--- config.mk ---
export PLATFORM = sky130hd
export DESIGN_NAME = dbus_arbiter
export DESIGN_NICKNAME = d
export VERILOG_FILES = /design/src/rtl/dbus_pkg.sv /design/src/rtl/dbus_grant_logic.sv /design/src/rtl/dbus_arbiter.sv
export SDC_FILE = /design/constraint.sdc
export NUM_CORES = 1
export LEC_CHECK = 0
export CAP_MARGIN = 0
export CORE_AREA = 2 2 62 64
export CTS_CLUSTER_SIZE = 8
export DETAILED_ROUTE_END_ITERATION = 12
export DIE_AREA = 0 0 64 66
export DONT_BUFFER_PORTS = 1
export SYNTH_ARGS = -nofsm -noshare
export SYNTH_HDL_FRONTEND = slang
export SYNTH_SLANG_ARGS = --single-unit
--- constraint.sdc ---
create_clock -name clk -period 2.3 [get_ports clk]
set_input_delay 0.46 -clock clk [delete_from_list [all_inputs] [get_ports clk]]
set_output_delay 0.46 -clock clk [all_outputs]
set_load 0.02 [all_outputs]
--- src/rtl/dbus_pkg.sv ---
// Shared types and helpers for the two-master data-bus arbiter.
// Widths here are the default bus geometry used by the top level.
package dbus_pkg;
   localparam int DBUS_AW = 16;
   localparam int DBUS_DW = 16;
   localparam int DBUS_BW = DBUS_DW / 8;

   typedef enum logic {
      OWN0 = 1'b0,
      OWN1 = 1'b1
   } owner_t;

   typedef struct packed {
      logic [DBUS_AW-1:0] addr;
      logic [DBUS_BW-1:0] wen;
      logic [DBUS_DW-1:0] wdata;
   } dbus_req_t;

   function automatic logic is_read(input logic [DBUS_BW-1:0] wen);
      return (wen == '0);
   endfunction
endpackage

--- src/rtl/dbus_grant_logic.sv ---
// Round-robin grant with a bounded bus lock; owns last_owner/locked/hold_cnt.
// Grants are combinational from the requests and are forced low while in reset.
module dbus_grant_logic
   import dbus_pkg::*;
#(
   parameter int MAXHOLD = 4
) (
   input  logic i_clk,
   input  logic i_rst_n,
   input  logic i_req0,
   input  logic i_req1,
   input  logic i_lock0,
   input  logic i_lock1,
   output logic o_gnt0,
   output logic o_gnt1
);
   localparam int HW = $clog2(MAXHOLD + 1);
   localparam logic [HW-1:0] HOLD_MAX = HW'(MAXHOLD);

   owner_t          r_last_owner;
   logic            r_locked;
   logic [HW-1:0]   r_hold_cnt;

   logic            w_keep;
   logic            w_pick0;
   logic            w_pick1;
   logic            w_gnt0;
   logic            w_gnt1;
   owner_t          w_owner;

   always_comb begin
      w_keep  = r_locked && (r_hold_cnt < HOLD_MAX);
      w_pick0 = 1'b0;
      w_pick1 = 1'b0;
      if (i_req0 && i_req1) begin
         // Contention: a live lock keeps the previous owner, else alternate.
         if (w_keep) begin
            w_pick0 = (r_last_owner == OWN0);
            w_pick1 = (r_last_owner == OWN1);
         end else begin
            w_pick0 = (r_last_owner == OWN1);
            w_pick1 = (r_last_owner == OWN0);
         end
      end else begin
         w_pick0 = i_req0;
         w_pick1 = i_req1;
      end
      w_gnt0  = w_pick0 & i_rst_n;
      w_gnt1  = w_pick1 & i_rst_n;
      w_owner = w_gnt1 ? OWN1 : OWN0;
   end

   always_ff @(posedge i_clk or negedge i_rst_n) begin
      if (!i_rst_n) begin
         r_last_owner <= OWN1;
         r_locked     <= 1'b0;
         r_hold_cnt   <= '0;
      end else if (w_gnt0 || w_gnt1) begin
         r_last_owner <= w_owner;
         r_locked     <= w_gnt1 ? i_lock1 : i_lock0;
         if ((w_owner == r_last_owner) && r_locked) begin
            r_hold_cnt <= (r_hold_cnt == HOLD_MAX) ? r_hold_cnt : r_hold_cnt + 1'b1;
         end else begin
            r_hold_cnt <= HW'(1);
         end
      end else begin
         r_locked   <= 1'b0;
         r_hold_cnt <= '0;
      end
   end

   assign o_gnt0 = w_gnt0;
   assign o_gnt1 = w_gnt1;
endmodule

--- src/rtl/dbus_arbiter.sv ---
// Two-master arbiter for the shared data bus: grant, bus mux, and routing of
// the one-cycle-latency read data back to the master that issued the read.
module dbus_arbiter
   import dbus_pkg::*;
#(
   parameter int AW      = DBUS_AW,
   parameter int DW      = DBUS_DW,
   parameter int MAXHOLD = 4
) (
   input  logic            clk,
   input  logic            reset,
   input  logic            req0,
   input  logic            req1,
   input  logic            lock0,
   input  logic            lock1,
   input  logic [AW-1:0]   addr0,
   input  logic [AW-1:0]   addr1,
   input  logic [DW/8-1:0] wen0,
   input  logic [DW/8-1:0] wen1,
   input  logic [DW-1:0]   wdata0,
   input  logic [DW-1:0]   wdata1,
   output logic            gnt0,
   output logic            gnt1,
   output logic [DW-1:0]   rdata0,
   output logic [DW-1:0]   rdata1,
   output logic            rvalid0,
   output logic            rvalid1,
   output logic [AW-1:0]   bus_addr,
   output logic [DW/8-1:0] bus_wen,
   output logic [DW-1:0]   bus_wdata,
   input  logic [DW-1:0]   bus_rdata
);
   logic w_gnt0;
   logic w_gnt1;
   logic r_rvalid0;
   logic r_rvalid1;

   dbus_grant_logic #(
      .MAXHOLD (MAXHOLD)
   ) u_grant (
      .i_clk   (clk),
      .i_rst_n (reset),
      .i_req0  (req0),
      .i_req1  (req1),
      .i_lock0 (lock0),
      .i_lock1 (lock1),
      .o_gnt0  (w_gnt0),
      .o_gnt1  (w_gnt1)
   );

   // With no grant the bus idles at zero so the decoder never sees a stray write.
   always_comb begin
      bus_addr  = '0;
      bus_wen   = '0;
      bus_wdata = '0;
      if (w_gnt0) begin
         bus_addr  = addr0;
         bus_wen   = wen0;
         bus_wdata = wdata0;
      end else if (w_gnt1) begin
         bus_addr  = addr1;
         bus_wen   = wen1;
         bus_wdata = wdata1;
      end
   end

   always_ff @(posedge clk or negedge reset) begin
      if (!reset) begin
         r_rvalid0 <= 1'b0;
         r_rvalid1 <= 1'b0;
      end else begin
         r_rvalid0 <= w_gnt0 && is_read(wen0);
         r_rvalid1 <= w_gnt1 && is_read(wen1);
      end
   end

   assign gnt0    = w_gnt0;
   assign gnt1    = w_gnt1;
   assign rvalid0 = r_rvalid0;
   assign rvalid1 = r_rvalid1;
   assign rdata0  = r_rvalid0 ? bus_rdata : '0;
   assign rdata1  = r_rvalid1 ? bus_rdata : '0;
endmodule

Word-level counts from Yosys, hierarchy flattened
Index checks and enable logic that the tools add are counted.
- $add $sub $neg: 1
- $lt $le $gt $ge: 1
- equality and inequality tests: 3
- mux-type cells: 18
- bitwise gates (word level): 3
- reductions and logical operators: 8
- operators by type and width (operator ; count):
    16-bit 2-to-1 mux ; 6
    3-bit 2-to-1 mux ; 3
    1-bit 2-to-1 mux ; 7
    1-bit logical AND ; 5
    2-bit zero test ; 2
    2-bit 2-to-1 mux ; 2
    3-bit by 1-bit adder with 3-bit output (second input constant) ; 1
    3-bit equality test (second input constant) ; 1
    3-bit less-than comparator (second input constant) ; 1
    3-bit inequality test (second input constant) ; 1
    1-bit bitwise AND ; 2
    1-bit equality test ; 1
    1-bit logical OR ; 1
    1-bit inverter ; 1
- register bits: 7
- input bits: 90
- output and inout bits: 70
- logic and storage cells: 39

Depth between registers and ports, before layout
Gate-level depths: netlist (run 1).
- depth after elaboration: 10
- gate-level depth with buffers: 6
- mapped depth without buffers: 5

Modules after synthesis
Synthesis (run 1) repeated with hierarchy kept, for this count alone.
- cells, all modules: 127
- area, all modules: 1039.7 um2
- modules (own cells, without submodules) (module ; instances ; cells each ; area each (um2) ; sequential area each (um2)):
    dbus_arbiter ; 1 ; 83 ; 659.4 ; 50.0
    dbus_grant_logic ; 1 ; 44 ; 380.4 ; 126.4

Least setup slack after synthesis (run 1)
OpenSTA, ideal clock, no wires.
- path type: input-to-output
- from: input port req0
- to: output port bus_wdata[0]
- data arrival time: 1511 ps
- data required time: 1840 ps
- setup slack: 329 ps
- stages: 4
- buffers on the path: 1
- cells stage by stage: and2_1 a211oi_4 buf_4 a22o_1
- word-level cells in the longest chain between the ends: 5
- elaborated cells between the ends (all ways): 7
- those cells by class: mux: 4; bitwise: 2; reduce/logical: 1
- ends and longest elaborated chain (element ; line ; text):
    start, declared ; dbus_arbiter.sv:12 ; input logic req0,
    1-bit logical AND ; dbus_grant_logic.sv:35 ; if (i_req0 && i_req1) begin
    1-bit 2-to-1 mux ; dbus_grant_logic.sv:35 ;
    1-bit bitwise AND ; dbus_grant_logic.sv:49 ; w_gnt1 = w_pick1 & i_rst_n;
    named net gnt1 ; dbus_arbiter.sv:23 ; output logic gnt1,
    16-bit 2-to-1 mux ; dbus_arbiter.sv:60 ; end else if (w_gnt1) begin
    16-bit 2-to-1 mux ; dbus_arbiter.sv:56 ; if (w_gnt0) begin
    end, declared ; dbus_arbiter.sv:30 ; output logic [DW-1:0] bus_wdata,
The timed path passes the listed nets, and every way through them passes these cells.

Worst setup path after layout (run 1)
- from: register u_grant.r_last_owner
- to: output port bus_wen[1]
- word-level cells in the longest chain between the ends: 6
- elaborated cells between the ends (all ways): 9
- those cells by class: mux: 6; bitwise: 3
- ends and longest elaborated chain (element ; line ; text):
    start, declared ; dbus_grant_logic.sv:20 ; owner_t r_last_owner;
    start signal, assigned ; dbus_grant_logic.sv:59 ; r_last_owner <= w_owner;
    1-bit inverter ; dbus_grant_logic.sv:38, dbus_grant_logic.sv:42 ;
    1-bit 2-to-1 mux ; dbus_grant_logic.sv:37 ; if (w_keep) begin
    1-bit 2-to-1 mux ; dbus_grant_logic.sv:35 ;
    1-bit bitwise AND ; dbus_grant_logic.sv:49 ;
    2-bit 2-to-1 mux ; dbus_arbiter.sv:60 ;
    2-bit 2-to-1 mux (*) ; dbus_arbiter.sv:56 ;
    end, declared ; dbus_arbiter.sv:29 ; output logic [DW/8-1:0] bus_wen,
Mark *: on every way between the ends. The rest lies on a longest branch, timed or not.

==> results of run 1 <==
## what timing repair did
item | CTS | global route
gates cloned | 0 | 4
hold buffers | 1 | 0
endpoints found under the hold margin | 6 | 0
buffers inserted | 0 | 4
pin swaps | 0 | 3
resized for setup | 1 | 23
setup endpoints to repair | 34 | 34
## power by group through the flow
| stage | Clock, W | Combinational [W] | Sequential (W) |
|---|---|---|---|
| 3_3_place_gp | 0 | 0.000227 | 0.000149 |
| 3_5_place_dp | 0 | 0.000229 | 0.000151 |
| 5_1_grt | 0.000123 | 0.000291 | 0.000148 |
| 6_report | 0.000118 | 0.000276 | 0.000147 |
| 2_1_floorplan | 0 | 0.000206 | 0.000145 |
| 4_1_cts | 0.000120 | 0.000233 | 0.000148 |
## state kept, by name, indices dropped and copies added, names as in the netlist
name / flops
u_grant.r_hold_cnt: 3
u_grant.r_last_owner: 1
u_grant.r_locked: 1
rvalid1: 1
rvalid0: 1
## metal layers
metal,vias to the layer above,global-route usage [%]
met1,513,12.8
li1,451,-
met4,0,3.26
met2,109,25.4
met3,4,0.170
met5,-,0
## final cells by class
class                      instances  area share, %
timing repair buffer              13           13.9
sequential                         7           14.1
inverter                           2          0.596
clock buffer                       4           2.09
multi-input combinational         99           64.5
tap                               48           4.77
## cell usage in the layout (no fill, tap or decap), drive strengths merged, types with 2 or more instances in the layout
| cell type | synthesis | final |
|---|---|---|
| and2 | 33 | 33 |
| nand2b | 3 | 3 |
| clkbuf | 2 | 6 |
| nor2b | 2 | 2 |
| inv | 2 | 2 |
| a22o | 35 | 35 |
| ha | 2 | 2 |
| nand2 | 6 | 6 |
| buf | 8 | 10 |
| dfrtp | 6 | 6 |
| nor3b | 2 | 2 |
| a211oi | 2 | 2 |
| o21ai | 2 | 2 |
| nor3 | 2 | 2 |
## metrics by stage
step           area [sq um]  TNS, ps  utilization (%)
6_report               1260        0             35.5
5_1_grt                1260     -156             35.5
4_1_cts                1110        0             31.2
3_5_place_dp           1070        0             30.2
3_3_place_gp           1070        0             30.2
2_1_floorplan          1020        0                -
## cells by family after synthesis
family | count (synthesis)
AO/OA/AOI/OAI | 43
XOR/XNOR | 1
adder cells (fa/ha/maj) | 2
buffers and inverters | 12
flip-flops | 7
multiplexers | 1
AND/OR/NAND/NOR | 52
## critical path: stages (launching register included)
cell	delay (ps)
dfstp_2	580
and4b_1	270
a211oi_4	70
buf_6	160
clkbuf_16	150
a22o_1	210
buf_6	130
## final timing paths
| kind | from | endpoint | slack (ps) | depth (start not counted) |
|---|---|---|---|---|
| worst max-delay path | u_grant.r_last_owner$_DFFE_PN1P_ | bus_wen[1] | 7 | 6 |
| worst min-delay path | reset | u_grant.r_last_owner$_DFFE_PN1P_ | 50 | 0 |
| max in group asynchronous | reset | u_grant.r_hold_cnt[2]$_DFFE_PN0P_ | 1550 | 1 |
| min in group clk | wen0[0] | rvalid0$_DFF_PN0_ | 260 | 1 |
| worst min register to register | u_grant.r_last_owner$_DFFE_PN1P_ | u_grant.r_last_owner$_DFFE_PN1P_ | 560 | 2 |
| worst max register to register | u_grant.r_last_owner$_DFFE_PN1P_ | u_grant.r_locked$_DFF_PN0_ | 750 | 5 |
==> results.tsv, run 1 <==
stage	metric	value	unit
status	outcome	finished, final reports clean	
route	wl_met2	2.01	mm
grt	overflow	0	
route	drt-met1-wl	1.26	mm
sta	finalSetupViolCount	0	
clock_tree	ctsRootBufferMaster	clkbuf_4	
grt	grt_pass1_wl	4.01	mm
power_and_ir_drop	pwr-share-seq	27.1	%
yosys	yosysWarnings	0	
clock_tree	cts_buffer_depth	2	
setup_path	required	1840	ps
route	drtIter0Drc	30	
clock_tree	cts_tree	yes	
placed_design	routabilityCongestion	0.737	
yosys	yosysSeqAreaShare	17.3	%
sta	max_slew.worst_pin.slew	534	ps
power_and_ir_drop	irDropWorstVdd	180	uV
grt	antenna_found_initial	0	
sta	hold_viol_final	0	
yosys	async_flop_share	100	%
power_and_ir_drop	powerDensity	429	mW/mm^2
die	die_area	0.00422	sq mm
clock_tree	clk_pin_slew	50	ps
route	highest_layer	met4	
route	vias	1077	
cells_and_area	final-seq-area	178	sq um
cells_and_area	multi_input_area	813	sq um
yosys	synth_mux_area_share	0.980	%
yosys	synthSimpleGateAreaFrac	33.7	%
sta	max_freq	436	MHz
route	first_pass_iters	4	
cells_and_area	finalNonFillerCells	173	
sta	period_share	99.7	%
power_and_ir_drop	comb_power_share	51.1	%
sta	fin_crit	2290	ps
placed_design	portBuffers	0	
sta	finalClockSkew	8.55	ps
die	start_util	28.8	%
yosys	yosys.area.top_type	a22o_1	
die	chipWidth	64	um
route	avgRoutedWirePerCell	20.9	um
placed_design	pre_cts_ws	244	ps
route	ant_nets	0	
sta	worst_slack	6.81	ps
hold_path	hp-class	primary input to async pin	
setup_path	end_kind	output port	
power_and_ir_drop	intPower	0.000310	W
route	drc	0	
sta	slew_violations	0	
clock_tree	h-tree-depth	1	
power_and_ir_drop	leakage	0.523	nW
yosys	synth_top_family_by_area	compound AO/OA/AOI/OAI gates	
grt	grt_max_degree	39	
yosys	ys_types	30	
cells_and_area	fillers	345	
clock_tree	cts_made_buffers	3	
job	max_cap_violations	0	
die	die_y	66	um
yosys	synthTopCellsByCount	35 x a22o_1, 33 x and2_1, 6 x dfrtp_1, 6 x nand2_1, 5 x buf_4	
route	via_per_inst	6.23	
power_and_ir_drop	fin_total_pwr	0.000541	W
yosys	synth_edf_count	0	
die	ios	160	
grt	grt_use_total	12.0	%
placed_design	post-place-cells	160	
yosys	syn_inst	118	
clock_tree	clk_latency	260	ps
yosys	synth.area.top_cells	a22o_1 30%, and2_1 20%, dfrtp_1 15%	
sta	rsz0062_at_grt	true	
cells_and_area	post_route_cells_drive_above_1_share	34.4	%
cells_and_area	diodes	0	
yosys	syn_area	0.00102	sq mm
cells_and_area	syn2layout_area_growth	23.4	%
yosys	synth_most_common_cell	a22o_1	
die	core_area	0.00355	sq mm
setup_path	crit_type	flop to output port	
route	wl_met3	319	um
setup_path	crit_path_max_fanout	7	
power_and_ir_drop	p_sw	0.000231	W
setup_path	start_kind	flop	
power_and_ir_drop	clock_power_share	21.9	%
power_and_ir_drop	p_sw_share	42.7	%
yosys	synthXorXnorAreaFrac	0.858	%
setup_path	cp.arrival	1830	ps
yosys	synthAdderAreaFrac	2.45	%
yosys	synth_compound_area_share	36.9	%
yosys	ys_ff_latch	7	
yosys	ys.flop_type	dfrtp_1	
clock_tree	cts.sinks	7	
yosys	avgSynthCellArea	8.65	sq um
sta	slew_headroom	64.4	%
die	num_rows	22	
cells_and_area	layout.nets	218	
sta	holdWs	46.0	ps
yosys	synthesis.nets	210	
route	wirelength	3.62	mm
grt	grt_pass1_vias	852	
yosys	yosys.area.top_type_share	30.0	%
(Power assumes the default switching activity.)
==> run 2, diff against run 1 <==
--- a/config.mk
+++ b/config.mk
@@ -11,6 +11,7 @@
 export DETAILED_ROUTE_END_ITERATION = 12
 export DIE_AREA = 0 0 64 66
 export DONT_BUFFER_PORTS = 1
+export PLACE_DENSITY = 0.5
 export SYNTH_ARGS = -nofsm -noshare
 export SYNTH_HDL_FRONTEND = slang
 export SYNTH_SLANG_ARGS = --single-unit
==> results.tsv, run 2 (synthesis gave the netlist of run 1 again) <==
stage	metric	value	unit
status	outcome	finished, final reports clean	
setup_path	cp.arrival	1790	ps
placed_design	portBuffers	0	
setup_path	start_kind	flop	
setup_path	end_kind	output port	
placed_design	pre_cts_ws	259	ps
clock_tree	cts_setup_buffers	0	
setup_path	worstRegToRegCells	4	
route	drtIter0Drc	19	
sta	max_freq	444	MHz
cells_and_area	layout.nets	210	
placed_design	placed_area	0.00107	sq mm
route	ant_nets	0	
cells_and_area	diodes	0	
grt	antenna_found_initial	0	
sta	period_share	97.9	%
grt	grt_pass1_vias	904	
cells_and_area	largest_reg_flops	3	
setup_path	cp-endpoint	bus_wen[1]	
setup_path	path_buf_inv	2	
cells_and_area	top_register	u_grant.r_hold_cnt	
die	core_area	0.00355	sq mm
clock_tree	cts_made_buffers	3	
job	max_cap_violations	0	
setup_path	required	1840	ps
setup_path	crit_path_cell_trace	nor2b_2 > a211oi_4 > buf_12 > a22o_1 > buf_4	
setup_path	r2r_end	rvalid1$_DFF_PN0_	
route	via_per_inst	6.02	
clock_tree	cts_tree	yes	
route	drc	0	
sta	finalSetupViolCount	0	
die	chipWidth	64	um
setup_path	crit_path_top_delay_cell	dfstp_2	
hold_path	hp-class	primary input to async pin	
clock_tree	h-tree-depth	1	
cells_and_area	post_route_cells_drive_above_1_share	29.1	%
grt	grt_max_degree	38	
power_and_ir_drop	irDropWorstVdd	151	uV
clock_tree	cts.sinks	7	
route	wirelength	3.32	mm
placed_design	routabilityCongestion	0.763	
power_and_ir_drop	leakage	0.457	nW
placed_design	dp_hpwl	2.70	mm
setup_path	crit_type	flop to output port	
setup_path	rr_startpoint	u_grant.r_last_owner$_DFFE_PN1P_	
cells_and_area	fin_area	0.00113	sq mm
placed_design	post-place-cells	160	
setup_path	worst-path-stages	5	
setup_path	crit_path_max_fanout	30	
route	avgRoutedWirePerCell	20.1	um
sta	slew_headroom	63.7	%
route	first_pass_iters	4	
sta	rsz0062_at_grt	true	
setup_path	cpLargestDelayFamily	flip-flops	
clock_tree	ctsRootBufferMaster	clkbuf_4	
die	num_rows	22	
sta	finalClockSkew	0.300	ps
power_and_ir_drop	powerDensity	438	mW/mm^2
cells_and_area	final_cell_mix	33 x and2_1, 19 x a22o_2, 16 x a22o_1	
sta	hold_viol_final	0	
grt	grt_use_total	13.9	%
sta	slew_violations	0	
clock_tree	cts_buffer_depth	2	
die	start_util	28.8	%
sta	fin_crit	2250	ps
route	vias	994	
die	ios	160	
sta	worst_slack	48.2	ps
sta	max_slew.worst_pin.slew	544	ps
cells_and_area	finalNonFillerCells	165	
die	die_y	66	um
cells_and_area	syn2layout_area_growth	11.2	%
cells_and_area	layout_commonest_cell	and2_1	
die	die_area	0.00422	sq mm
clock_tree	clk_latency	250	ps
clock_tree	clk_pin_slew	50	ps
grt	overflow	0	
setup_path	startpoint	u_grant.r_last_owner$_DFFE_PN1P_	
setup_path	slowest_delay	600	ps
setup_path	reg2reg_setup_slack	810	ps
grt	grt_pass1_wl	4.46	mm
==> run 2: area by class of cell <==
class / instances / area [sq um]
flip-flops and latches: 7 / 178
inverters: 2 / 7.51
clock buffers: 4 / 26.3
repair buffers: 5 / 65.1
well taps: 48 / 60.1
multi-input cells: 99 / 798
fillers: 383 / 2420
==> run 2: per-layer routing <==
layer,wire length [um],global-route usage (%)
met1,1160,14.3
met2,1850,27.7
met3,283,2.21
met4,19,4.89
met5,0,0
==> run 2: per-stage QoR <==
stage / hold slack (ps) / TNS (ps) / utilization, % / power (W)
final: 53.9 / 0 / 32.0 / 0.000497
after global routing: 32.4 / -42.5 / 32.0 / 0.000525
after CTS: 39.7 / 0 / 31.2 / 0.000498
after detailed placement: 165 / 0 / 30.2 / 0.000378
after global placement: 165 / 0 / 30.2 / 0.000377
after floorplan: 164 / 0 / - / 0.000351
==> run 2: worst min-delay path by stage <==
stage / from / to / cells after the start
after global placement: reset / rvalid1$_DFF_PN0_ / 0
after CTS: reset / u_grant.r_last_owner$_DFFE_PN1P_ / 0
after global routing: reset / u_grant.r_last_owner$_DFFE_PN1P_ / 0
after floorplan: reset / rvalid0$_DFF_PN0_ / 0
final: reset / u_grant.r_last_owner$_DFFE_PN1P_ / 0
after detailed placement: reset / rvalid0$_DFF_PN0_ / 0
==> run 2: what timing repair did <==
action                                 in CTS  in global routing
cloned                                      0                  0
gates resized for setup                     1                 20
hold buffers                                1                  0
setup endpoints to repair                   3                 34
endpoints found under the hold margin       6                  0
==> run 2: power by group <==
group / internal, W / switching [W]
clock: 0.0000661 / 0.0000444
sequential: 0.000133 / 0.0000160
combinational: 0.0000865 / 0.000152
total: 0.000285 / 0.000212
==> run 3, diff against run 2 <==
--- a/config.mk
+++ b/config.mk
@@ -6,12 +6,12 @@
 export NUM_CORES = 1
 export LEC_CHECK = 0
 export CAP_MARGIN = 0
-export CORE_AREA = 2 2 62 64
+export CORE_MARGIN = 1
+export CORE_UTILIZATION = 25
 export CTS_CLUSTER_SIZE = 8
 export DETAILED_ROUTE_END_ITERATION = 12
-export DIE_AREA = 0 0 64 66
 export DONT_BUFFER_PORTS = 1
-export PLACE_DENSITY = 0.5
+export PLACE_DENSITY = 0.46
 export SYNTH_ARGS = -nofsm -noshare
 export SYNTH_HDL_FRONTEND = slang
 export SYNTH_SLANG_ARGS = --single-unit
==> results.tsv, run 3 (synthesis gave the netlist of run 1 again) <==
stage	metric	value	unit
clock_tree	cts_setup_buffers	0	
cells_and_area	finalNonFillerCells	163	
setup_path	rr_startpoint	u_grant.r_last_owner$_DFFE_PN1P_	
die	core_area	0.00380	sq mm
clock_tree	clk_pin_slew	40	ps
die	ios	160	
sta	max_freq	450	MHz
status	outcome	finished, final reports clean	
clock_tree	cts_buffer_depth	2	
power_and_ir_drop	leakage	0.445	nW
cells_and_area	fin_area	0.00112	sq mm
setup_path	r2r_end	rvalid1$_DFF_PN0_	
grt	grt_use_total	13.3	%
sta	holdWs	83.0	ps
sta	setup_tns	0	ps
grt	overflow	0	
die	die_area	0.00434	sq mm
die	die_y	65.9	um
clock_tree	clk_latency	230	ps
route	via_per_inst	6.07	
sta	slew_headroom	62.7	%
route	drc	0	
die	start_util	26.9	%
sta	rsz0062_at_grt	false	
cells_and_area	layout_commonest_cell	and2_1	
route	drtIter0Drc	22	
cells_and_area	syn2layout_area_growth	9.31	%
clock_tree	cts_made_buffers	3	
setup_path	reg2reg_setup_slack	790	ps
placed_design	post-place-cells	158	
setup_path	end_kind	output port	
die	chipWidth	65.9	um
sta	fin_crit	2220	ps
placed_design	routabilityCongestion	0.848	
sta	finalSetupViolCount	0	
cells_and_area	post_route_cells_drive_above_1_share	13.0	%
grt	grt_pass1_wl	4.25	mm
setup_path	cp.arrival	1760	ps
grt	grt_max_degree	39	
power_and_ir_drop	irDropWorstVdd	192	uV
sta	max_slew.worst_pin.slew	559	ps
placed_design	dp_hpwl	2.60	mm
clock_tree	ctsRootBufferMaster	clkbuf_8	
setup_path	crit_path_max_fanout	38	
job	max_cap_violations	0	
placed_design	portBuffers	0	
route	avgRoutedWirePerCell	19.4	um
clock_tree	cts_tree	yes	
cells_and_area	final_cell_mix	33 x and2_1, 32 x a22o_1, 6 x nand2_1	
sta	hold_viol_final	0	
route	vias	990	
sta	period_share	96.6	%
cells_and_area	top_register	u_grant.r_hold_cnt	
route	wirelength	3.17	mm
setup_path	crit_type	flop to output port	
cells_and_area	layout.nets	208	
sta	slew_violations	0	
sta	finalClockSkew	6.55	ps
hold_path	hp-class	primary input to async pin	
placed_design	placed_area	0.00106	sq mm
grt	antenna_found_initial	0	
die	num_rows	22	
setup_path	start_kind	flop	
clock_tree	cts.sinks	7	
power_and_ir_drop	powerDensity	491	mW/mm^2
setup_path	required	1840	ps
grt	grt_pass1_vias	885	
cells_and_area	final_core_utilization	29.4	%
route	ant_nets	0	
cells_and_area	largest_reg_flops	3	
route	first_pass_iters	4	
setup_path	worstRegToRegCells	4	
cells_and_area	diodes	0	
clock_tree	h-tree-depth	1	
==> run 3: changes by cell type in the layout (fill, tap and decap cells not counted), sizes merged <==
| cell | before | now |
|---|---|---|
| buf | 4 | 2 |
==> run 3: cell type report <==
| cell class | count | area (sq um) |
|---|---|---|
| multi-input combinational | 99 | 776 |
| clock buffer | 4 | 45.0 |
| tap | 48 | 60.1 |
| sequential | 7 | 178 |
| inverter | 2 | 7.51 |
| timing repair buffer | 3 | 50.0 |
| fill | 398 | 2680 |
==> run 3: timing repair <==
action / 4_1_cts / 5_1_grt
endpoints found under the hold margin: 6 / 0
resized for setup: 0 / 4
endpoints found under the setup margin: 0 / 34
hold buffers: 1 / 0
==> run 3: worst max-delay path, stage by stage, from the launching register on <==
cell      delay [ps]
dfstp_2          600
nor2b_1          110
a211oi_4         280
buf_12           230
a22o_1           310
==> run 3: how the worst max path moves through the flow <==
stage / startpoint / end
6_report: u_grant.r_last_owner$_DFFE_PN1P_ / bus_addr[11]
5_1_grt: u_grant.r_last_owner$_DFFE_PN1P_ / bus_wen[0]
4_1_cts: u_grant.r_hold_cnt[2]$_DFFE_PN0P_ / bus_addr[5]
3_5_place_dp: u_grant.r_hold_cnt[2]$_DFFE_PN0P_ / bus_addr[5]
3_3_place_gp: u_grant.r_hold_cnt[2]$_DFFE_PN0P_ / bus_addr[5]
2_1_floorplan: req0 / bus_wdata[0]
==> run 3: power breakdown <==
part,leakage [nW],internal (W),switching [W]
logic,0.332,0.0000771,0.000149
registers,0.0899,0.000133,0.0000156
clock network,0.0228,0.000120,0.0000535
==> run 3: stage by stage <==
stage | setup slack, ps | total power, W
after floorplan | 329 | 0.000351
after global placement | 317 | 0.000370
after detailed placement | 281 | 0.000373
after CTS | 32.2 | 0.000553
after global routing | 2.62 | 0.000577
final | 78.5 | 0.000548
==> run 3: metal layers <==
metal | routed length, um | share of wire [%] | global-route usage (%)
met1 | 1140 | 36 | 14.8
met2 | 1730 | 55 | 24.2
met3 | 230 | 7.3 | 1.90
met4 | 67 | 2.1 | 6.79
met5 | 0 | 0 | 0
